## config.mk

```make
export PLATFORM = sky130hd
export DESIGN_NAME = mul_seq_32
export DESIGN_NICKNAME = d
export VERILOG_FILES = /design/src/rtl/mul_seq_32.sv
export SDC_FILE = /design/constraint.sdc
export NUM_CORES = 1
export LEC_CHECK = 0
export BUFFER_PORTS_ARGS = -buffer_cell sky130_fd_sc_hd__buf_2
export CAP_MARGIN = 20
export CELL_PAD_IN_SITES_DETAIL_PLACEMENT = 1
export CELL_PAD_IN_SITES_GLOBAL_PLACEMENT = 1
export CORE_MARGIN = 2
export CORE_UTILIZATION = 39
export CTS_CLUSTER_DIAMETER = 60
export DETAILED_ROUTE_END_ITERATION = 12
export PLACE_DENSITY_LB_ADDON = 0.1
export SKIP_LAST_GASP = 1
export SLEW_MARGIN = 30
export SYNTH_ARGS = -nofsm -noshare
export SYNTH_HDL_FRONTEND = slang
export SYNTH_SLANG_ARGS = --single-unit
```

## constraint.sdc

```tcl
create_clock -name clk -period 12.67 [get_ports clk]
set_input_delay 0 -clock clk [delete_from_list [all_inputs] [get_ports clk]]
set_output_delay 0 -clock clk [all_outputs]
set_load 0.05 [all_outputs]
```

## src/rtl/mul_seq_32.sv

```systemverilog
// Sequential unsigned 32x32->64 shift-and-add multiplier with start/busy/done handshake.
// One multiplier bit per clock through a 32-bit ripple-carry adder.

module add_rca_32 (
  input  logic [31:0] a,
  input  logic [31:0] b,
  input  logic        cin,
  output logic [31:0] sum,
  output logic        cout
);

  logic [32:0] w_c;

  assign w_c[0] = cin;

  for (genvar i = 0; i < 32; i++) begin : g_fa
    assign sum[i]   = a[i] ^ b[i] ^ w_c[i];
    assign w_c[i+1] = (a[i] & b[i]) | (w_c[i] & (a[i] ^ b[i]));
  end

  assign cout = w_c[32];

endmodule

module mul_seq_32 (
  input  logic        clk,
  input  logic        rst_n,
  input  logic        start,
  input  logic [31:0] a,
  input  logic [31:0] b,
  output logic        busy,
  output logic        done,
  output logic [63:0] p
);

  localparam int unsigned W     = 32;
  localparam int unsigned PW    = 2 * W;
  localparam int unsigned CNT_W = 5;
  localparam int unsigned ITERS = 32;

  typedef enum logic [1:0] {
    S_IDLE = 2'd0,
    S_RUN  = 2'd1,
    S_DONE = 2'd2
  } state_t;

  state_t           r_state;
  state_t           w_state_nxt;
  logic [W-1:0]     r_m;
  logic [PW-1:0]    r_p;
  logic [CNT_W-1:0] r_count;
  logic             r_busy;
  logic             r_done;
  logic             w_accept;
  logic             w_last;
  logic [W-1:0]     w_sum;
  logic             w_cout;

  add_rca_32 u_add (
    .a    (r_p[PW-1:W]),
    .b    (r_m),
    .cin  (1'b0),
    .sum  (w_sum),
    .cout (w_cout)
  );

  assign w_accept = start && (r_state != S_RUN);
  assign w_last   = (r_count == CNT_W'(ITERS - 1));

  // State register
  always_ff @(posedge clk or negedge rst_n) begin
    if (!rst_n) begin
      r_state <= S_IDLE;
    end else begin
      r_state <= w_state_nxt;
    end
  end

  // Next-state logic
  always_comb begin
    w_state_nxt = S_IDLE;
    case (r_state)
      S_IDLE:  w_state_nxt = start ? S_RUN : S_IDLE;
      S_RUN:   w_state_nxt = w_last ? S_DONE : S_RUN;
      S_DONE:  w_state_nxt = start ? S_RUN : S_IDLE;
      default: w_state_nxt = S_IDLE;
    endcase
  end

  // Handshake outputs registered from the next state
  always_ff @(posedge clk or negedge rst_n) begin
    if (!rst_n) begin
      r_busy <= 1'b0;
      r_done <= 1'b0;
    end else begin
      r_busy <= (w_state_nxt == S_RUN);
      r_done <= (w_state_nxt == S_DONE);
    end
  end

  // Datapath: carry-out of the add lands in bit 63 after the shift
  always_ff @(posedge clk or negedge rst_n) begin
    if (!rst_n) begin
      r_m     <= '0;
      r_p     <= '0;
      r_count <= '0;
    end else if (w_accept) begin
      r_m     <= a;
      r_p     <= {W'(0), b};
      r_count <= '0;
    end else if (r_state == S_RUN) begin
      if (r_p[0]) begin
        r_p <= {w_cout, w_sum, r_p[W-1:1]};
      end else begin
        r_p <= {1'b0, r_p[PW-1:1]};
      end
      r_count <= CNT_W'(r_count + CNT_W'(1));
    end
  end

  assign busy = r_busy;
  assign done = r_done;
  assign p    = r_p;

endmodule

```

==> impl_metrics.env, run 1 <==
export IMPL_cts_sinks=105
export IMPL_timing_fmax_mhz=81.0
export IMPL_clockBufferDepth=2
export IMPL_fin_util_pct=52.0
export IMPL_syn_nets=524
export IMPL_grt_max_degree=78
export IMPL_start_util_pct=39.6
export IMPL_r2r_end="p[62]"
export IMPL_min_period_ps=12340
export IMPL_crit_path_end_kind="flip-flop"
export IMPL_hold_violations=0
export IMPL_vias=3896
export IMPL_wl_met3_um=595
export IMPL_ant_nets=0
export IMPL_endpoint="p[62]"
export IMPL_max_stage_delay_ps=430
export IMPL_fin_setup_tns_ps=0
export IMPL_clk_latency_ps=350
export IMPL_rows=43
export IMPL_drive_gt1_share_pct=35.8
export IMPL_grt_pass1_wl_mm=21.7
export IMPL_die_w_um=123
export IMPL_total_power_mw=2.20
export IMPL_power_density_nw_per_um2=306
export IMPL_syn_avg_cell_area_um2=13.0
export IMPL_highest_layer="met4"
export IMPL_root_buffer="clkbuf_16"
export IMPL_leakagePower_nw=3.51
export IMPL_cp_required_ps=12880
export IMPL_wl_mm=12.9
export IMPL_yosysSeqAreaShare_pct=48.0
export IMPL_worstPathArrival_ps=12540
export IMPL_layout_nets=708
export IMPL_hpwl_mm=7.86
export IMPL_cp_slowest_cell="fa_1"
export IMPL_core_um2=13800
export IMPL_antenna_found_initial=0
export IMPL_fin_ws_ps=332
export IMPL_tightest_slew_ps=723
export IMPL_clkTransAtPathRegs_ps=70
export IMPL_setup_worst_path_start="r_m[0]"
export IMPL_cpMostUsedCell="fa_2"
export IMPL_place_ws_ps=-403
export IMPL_rr_worst_depth=37
export IMPL_hold_slack_ps=161
export IMPL_io_buffers=132
export IMPL_drt_vias_per_instance=4.92
export IMPL_placed_cell_area_um2=6200
export IMPL_postLayoutCellArea_um2=7190
export IMPL_rsz0062_at_grt="false"
export IMPL_antenna_cells=0
export IMPL_wl_met1_mm=5.72
export IMPL_grt_overflow=0
export IMPL_synth_edf_count=0
export IMPL_clock_skew_ps=5.76
export IMPL_grt_pass1_vias=4267
export IMPL_htree_levels=3
export IMPL_drtPass1Iterations=4
export IMPL_ys_seq_elements=105
export IMPL_die_y_um=123
export IMPL_synth_warnings=0
export IMPL_drv_slew=0
export IMPL_avgRoutedWirePerCell_um=16.3
export IMPL_syn_cell_area_um2=5480
export IMPL_gr_usage_all_layers_pct=18.5
export IMPL_synthDistinctLibCells=31
export IMPL_drt_iter0_drc=180
export IMPL_status="completed"
export IMPL_netlist_instances=423
export IMPL_final_period_utilization_pct=97.4
export IMPL_path_class="flip-flop to flip-flop"
export IMPL_rrSetupSlack_ps=330
export IMPL_cp_max_fo=2
export IMPL_cap_violations=0
export IMPL_postCtsSetupBuffers=0
export IMPL_synthArstFlopShare_pct=100
export IMPL_pin_count=133
export IMPL_globalplace_congestion=0.742
export IMPL_cts_buffers=9
export IMPL_hold_class="input pin to async pin"
export IMPL_placed_cells=711
export IMPL_synth_flop_cell="dfrtp_1"
export IMPL_setup_violations=0
export IMPL_syn_to_final_growth_pct=31.2
export IMPL_fin_cells=792
export IMPL_slew_headroom_pct=51.8
export IMPL_dr_wl_met2_mm=6.44
export IMPL_tritoncts="yes"
export IMPL_fillers=1487
export IMPL_ir_drop_mv=0.133
export IMPL_die_area_um2=15000
export IMPL_cp_start_kind="flip-flop"
export IMPL_r2r_start="r_m[0]"
export IMPL_drc=0
-- where the power goes --
part	total [mW]	internal, mW	switching, mW
logic	1.22	0.499	0.723
registers	0.691	0.504	0.186
clock network	0.286	0.157	0.128
-- sequential cells by signal, indices dropped and copies added, names as in the netlist --
register / cells
busy: 1
done: 1
p: 64
r_count: 5
r_m: 32
r_state: 2
-- metal layers --
metal  vias up  global-route usage [%]
met1      1969                    23.8
met3         9                    5.07
met5         -                       0
met2        86                    31.3
li1       1832                       -
met4         0                    4.31
-- cells by family after synthesis --
group / count (synthesis) / synth area share, %
flops: 105 / 48.0
mux: 95 / 20.2
fa+ha+maj: 34 / 12.0
simple gates: 81 / 6.19
buf+inv: 35 / 4.80
compound gates: 73 / 8.88
-- how the worst min path moves through the flow --
stage                from      end  slack [ps]  cells after the start
finish              rst_n  r_m[10]         160                      2
global route        rst_n  r_m[10]         230                      2
CTS                 rst_n  r_m[10]         180                      2
detailed placement  rst_n  r_m[10]          20                      1
global placement    rst_n  r_m[10]          20                      1
floorplan           rst_n     busy        -300                      0
-- critical path, delay by kind of cell (launching register included) --
| family | cells | cell delay, ps |
|---|---|---|
| AOI/OAI and AO/OA | 1 | 90 |
| and+or+nand+nor | 1 | 70 |
| DFF | 1 | 410 |
| adders and majority gates | 32 | 11200 |
| muxes | 1 | 280 |
| buffers and inverters | 2 | 130 |
-- layout make-up --
type / instances / area (um2) / share of cell area (%)
inverter: 5 / 18.8 / 0.261
multi-input combinational: 283 / 2660 / 36.9
tap: 180 / 225 / 3.13
timing repair buffer: 203 / 1360 / 18.9
sequential: 105 / 2630 / 36.6
clock inverter: 6 / 57.6 / 0.800
clock buffer: 10 / 239 / 3.32
-- synthesized netlist by cell type (4+ instances only) --
cell type / instances / area, um2
buf_6: 11 / 124
buf_2: 6 / 30.0
nand3_1: 4 / 20.0
dfrtp_1: 105 / 2630
mux2_4: 30 / 450
a31o_2: 4 / 35.0
nand2_1: 39 / 146
o21ai_1: 36 / 180
a31o_1: 25 / 219
buf_4: 11 / 82.6
inv_1: 4 / 15.0
mux2i_1: 62 / 621
fa_1: 31 / 621
nor2_1: 29 / 109
-- layout by cell type (no fill, tap or decap), drive strengths merged, types with 2 or more instances in the layout --
cell type,count
a31o,29
and2,2
nand3,4
and3,2
dfrtp,105
o21ai,38
mux2,33
fa,31
inv,5
mux2i,62
clkinv,4
clkbuf,10
nor2,29
nand2,40
buf,138
o22ai,2
ha,3
dlygate4sd3,65
-- timing repair --
action,4_1_cts,5_1_grt
pin swaps,0,0
hold buffers,65,0
gates resized for setup,10,6
endpoints found under the hold margin,103,0
endpoints found under the setup margin,3,1
(Power assumes the default switching activity.)
==> run 2: changes to the inputs <==
PLACE_DENSITY_LB_ADDON = 0.12   (was 0.1)
==> impl_metrics.env, run 2 (same netlist as run 1, synthesis figures left out) <==
export IMPL_drtPass1Iterations=4
export IMPL_power_density_nw_per_um2=306
export IMPL_cp_required_ps=12880
export IMPL_clockBufferDepth=2
export IMPL_die_w_um=123
export IMPL_drv_slew=0
export IMPL_hold_slack_ps=172
export IMPL_syn_to_final_growth_pct=31.9
export IMPL_worstPathArrival_ps=12480
export IMPL_clock_skew_ps=7.59
export IMPL_placed_cell_area_um2=6200
export IMPL_drc=0
export IMPL_cp_slowest_cell="dfrtp_2"
export IMPL_cap_violations=0
export IMPL_fin_ws_ps=407
export IMPL_cp_max_fo=2
export IMPL_cpMostUsedCell="fa_2"
export IMPL_gr_usage_all_layers_pct=18.5
export IMPL_hold_violations=0
export IMPL_rows=43
export IMPL_grt_pass1_vias=4235
export IMPL_cts_sinks=105
export IMPL_cts_buffers=9
export IMPL_regArea_um2=2630
export IMPL_place_ws_ps=-379
export IMPL_htree_levels=3
export IMPL_wl_mm=13.0
export IMPL_drive_gt1_share_pct=36.0
export IMPL_final_cell_mix="buf_2 (131), dfrtp_1 (103), dlygate4sd3_1 (65)"
export IMPL_status="completed"
export IMPL_fin_util_pct=52.3
export IMPL_pin_count=133
export IMPL_grt_max_degree=78
export IMPL_hpwl_mm=7.96
export IMPL_largest_register_ff_count=64
export IMPL_tritoncts="yes"
export IMPL_drt_iter0_drc=110
export IMPL_io_buffers=132
export IMPL_max_stage_delay_ps=420
export IMPL_die_y_um=123
export IMPL_ant_nets=0
export IMPL_tightest_slew_ps=741
export IMPL_fin_cells=794
export IMPL_globalplace_congestion=0.745
export IMPL_vias=3906
export IMPL_ir_drop_mv=0.132
export IMPL_clk_latency_ps=360
export IMPL_layout_commonest_cell="buf_2"
export IMPL_timing_fmax_mhz=81.5
export IMPL_fillers=1459
export IMPL_min_period_ps=12260
export IMPL_path_class="flip-flop to flip-flop"
export IMPL_drt_vias_per_instance=4.92
export IMPL_die_area_um2=15000
export IMPL_fin_setup_tns_ps=0
export IMPL_root_buffer="clkbuf_16"
export IMPL_core_um2=13800
export IMPL_leakagePower_nw=3.52
export IMPL_antenna_found_initial=0
export IMPL_final_period_utilization_pct=96.8
export IMPL_cp_start_kind="flip-flop"
export IMPL_hold_class="input pin to async pin"
export IMPL_crit_path_end_kind="flip-flop"
export IMPL_grt_pass1_wl_mm=21.6
export IMPL_setup_violations=0
export IMPL_rsz0062_at_grt="false"
export IMPL_total_power_mw=2.21
export IMPL_slew_headroom_pct=50.5
export IMPL_layout_nets=710
export IMPL_antenna_cells=0
export IMPL_clkTransAtPathRegs_ps=70
export IMPL_multiInputGateArea_um2=2660
export IMPL_start_util_pct=39.6
export IMPL_grt_overflow=0
export IMPL_avgRoutedWirePerCell_um=16.4
export IMPL_placed_cells=711
export IMPL_postLayoutCellArea_um2=7230
## run 2: cell type report
type,count,share of cell area [%]
clock buffer,12,3.55
multi-input combinational,283,36.8
sequential,105,36.4
clock inverter,4,0.710
inverter,5,0.260
tap,180,3.12
timing repair buffer,205,19.2
## run 2: worst max-delay path, delay by kind of cell (launching register included)
| kind | cells | cell delay (ps) |
|---|---|---|
| adder cells (fa/ha/maj) | 32 | 11130 |
| flip-flops | 1 | 420 |
| AO/OA/AOI/OAI | 1 | 90 |
| multiplexers | 1 | 270 |
| buffers and inverters | 2 | 130 |
| AND/OR/NAND/NOR | 1 | 70 |
## run 2: final timing paths
path / slack [ps] / cells past startpoint / to / start
setup / recovery: 410 / 37 / p[62] / p[32]
hold / removal: 170 / 2 / p[41] / rst_n
setup reg to reg: 410 / 37 / p[62] / p[32]
hold reg to reg: 500 / 1 / r_count[2] / r_count[2]
max in group asynchronous: 11420 / 4 / p[32] / rst_n
min in group clk: 370 / 4 / p[26] / start
## run 2: repair_timing
item,4_1_cts,5_1_grt
setup endpoints to repair,3,2
hold endpoints to repair,103,0
resized for setup,9,8
hold buffers,65,0
buffers inserted,0,1
## run 2: report_power, final
| part | switching [mW] | internal [mW] | total (mW) |
|---|---|---|---|
| combinational | 0.722 | 0.501 | 1.22 |
| clock | 0.130 | 0.165 | 0.295 |
| sequential | 0.187 | 0.504 | 0.691 |
## run 2: layer usage
| metal | GRT usage [%] | part of all wire (%) | wire length [um] | up-vias |
|---|---|---|---|---|
| li1 | - | - | - | 1841 |
| met1 | 22.7 | 43 | 5620 | 1966 |
| met2 | 31.8 | 51 | 6580 | 88 |
| met3 | 5.62 | 5.0 | 652 | 11 |
| met4 | 4.67 | 1.3 | 163 | 0 |
| met5 | 0 | 0 | 0 | - |
==> run 3: changes to the inputs <==
MAX_ROUTING_LAYER = met4   (was unset)
==> impl_metrics.env, run 3 (same netlist as run 1, synthesis figures left out) <==
export IMPL_status="completed"
export IMPL_rsz0062_at_grt="false"
export IMPL_grt_max_degree=78
export IMPL_p_clk_share_pct=13.3
export IMPL_hold_slack_ps=172
export IMPL_root_buffer="clkbuf_16"
export IMPL_min_period_ps=12270
export IMPL_core_um2=13800
export IMPL_die_y_um=123
export IMPL_leakagePower_nw=3.52
export IMPL_die_area_um2=15000
export IMPL_grt_pass1_vias=4243
export IMPL_clock_skew_ps=7.01
export IMPL_ir_drop_mv=0.132
export IMPL_hpwl_mm=7.96
export IMPL_worstPathArrival_ps=12490
export IMPL_fin_util_pct=52.3
export IMPL_drt_iter0_drc=111
export IMPL_p_sw_mw=1.04
export IMPL_io_buffers=132
export IMPL_cts_buffers=9
export IMPL_pwr_share_comb_pct=55.4
export IMPL_drive_gt1_share_pct=36.0
export IMPL_cap_violations=0
export IMPL_cp_required_ps=12880
export IMPL_cp_slowest_cell="dfrtp_2"
export IMPL_rrSetupSlack_ps=400
export IMPL_cp_max_fo=2
export IMPL_clockBufferDepth=2
export IMPL_largest_register_ff_count=64
export IMPL_placed_cells=711
export IMPL_drc=0
export IMPL_drv_slew=0
export IMPL_r2r_end="p[62]"
export IMPL_path_class="flip-flop to flip-flop"
export IMPL_drt_vias_per_instance=4.93
export IMPL_hold_class="input pin to async pin"
export IMPL_rows=43
export IMPL_clkTransAtPathRegs_ps=70
export IMPL_syn_to_final_growth_pct=31.9
export IMPL_r2r_start="p[32]"
export IMPL_rr_worst_depth=37
export IMPL_tritoncts="yes"
export IMPL_power_density_nw_per_um2=306
export IMPL_globalplace_congestion=0.754
export IMPL_grt_pass1_wl_mm=21.5
export IMPL_place_ws_ps=-379
export IMPL_grt_overflow=0
export IMPL_cpMostUsedCell="fa_2"
export IMPL_total_power_mw=2.21
export IMPL_drtPass1Iterations=4
export IMPL_timing_fmax_mhz=81.5
export IMPL_layout_nets=710
export IMPL_hold_violations=0
export IMPL_internal_power_mw=1.17
export IMPL_htree_levels=3
export IMPL_pwr_share_seq_pct=31.3
export IMPL_fin_setup_tns_ps=0
export IMPL_slew_headroom_pct=50.7
export IMPL_wl_mm=13.0
export IMPL_avgRoutedWirePerCell_um=16.4
export IMPL_multiInputGateArea_um2=2660
export IMPL_layout_commonest_cell="buf_2"
export IMPL_fin_ws_ps=397
export IMPL_tightest_slew_ps=739
export IMPL_cts_sinks=105
export IMPL_switching_share_pct=47.0
export IMPL_start_util_pct=39.6
export IMPL_crit_path_end_kind="flip-flop"
export IMPL_pin_count=133
export IMPL_max_stage_delay_ps=420
export IMPL_clk_latency_ps=360
export IMPL_placed_cell_area_um2=6200
export IMPL_vias=3914
export IMPL_postLayoutCellArea_um2=7230
export IMPL_regArea_um2=2630
export IMPL_die_w_um=123
export IMPL_final_period_utilization_pct=96.9
export IMPL_fillers=1459
export IMPL_ant_nets=0
export IMPL_setup_violations=0
export IMPL_fin_cells=794
export IMPL_cp_start_kind="flip-flop"
export IMPL_antenna_found_initial=0
export IMPL_antenna_cells=0
export IMPL_final_cell_mix="buf_2 (131), dfrtp_1 (103), dlygate4sd3_1 (65)"
export IMPL_gr_usage_all_layers_pct=19.1
-- run 3: cell counts in the layout (fill, tap and decap cells not counted) --
No cell type changed its count.
-- run 3: worst max-delay path by stage --
stage / start / to / slack [ps] / depth (start not counted)
global placement: p[32] / p[62] / -240 / 37
CTS: r_m[0] / p[62] / 20 / 37
finish: p[32] / p[62] / 400 / 37
detailed placement: r_m[0] / p[62] / -380 / 37
global route: p[32] / p[62] / 30 / 37
floorplan: p[32] / p[62] / 10 / 37
-- run 3: power by group through the flow --
stage	clock [mW]	combinational (mW)	sequential [mW]
floorplan	0	0.650	0.977
global placement	0	1.16	0.687
detailed placement	0	1.19	0.697
CTS	0.303	1.23	0.695
global route	0.315	1.36	0.725
finish	0.294	1.23	0.691
-- run 3: timing repair --
item,in CTS,in global routing
buffers inserted,0,1
gates resized for setup,9,8
pin swaps,0,0
gates cloned,0,0
endpoints found under the hold margin,103,0
setup endpoints to repair,3,2
hold buffers,65,0
-- run 3: layout make-up --
| class | count | area share (%) |
|---|---|---|
| Clock buffer | 12 | 3.55 |
| Sequential cell | 105 | 36.4 |
| Multi-Input combinational cell | 283 | 36.8 |
| Inverter | 5 | 0.260 |
| Timing Repair Buffer | 205 | 19.2 |
| Tap cell | 180 | 3.12 |
| Clock inverter | 4 | 0.710 |
-- run 3: routing by layer --
metal  global-route usage (%)  wire length, um
met3                     4.83              547
met5                        -                0
met4                     4.67              165
met1                     23.3             5770
met2                     31.8             6540
-- run 3: critical path, delay by kind of cell, from the launching register on --
kind / cells / cell delay (ps)
fa+ha+maj: 32 / 11140
simple gates: 1 / 70
compound gates: 1 / 80
flops: 1 / 420
buf+inv: 2 / 130
mux: 1 / 270
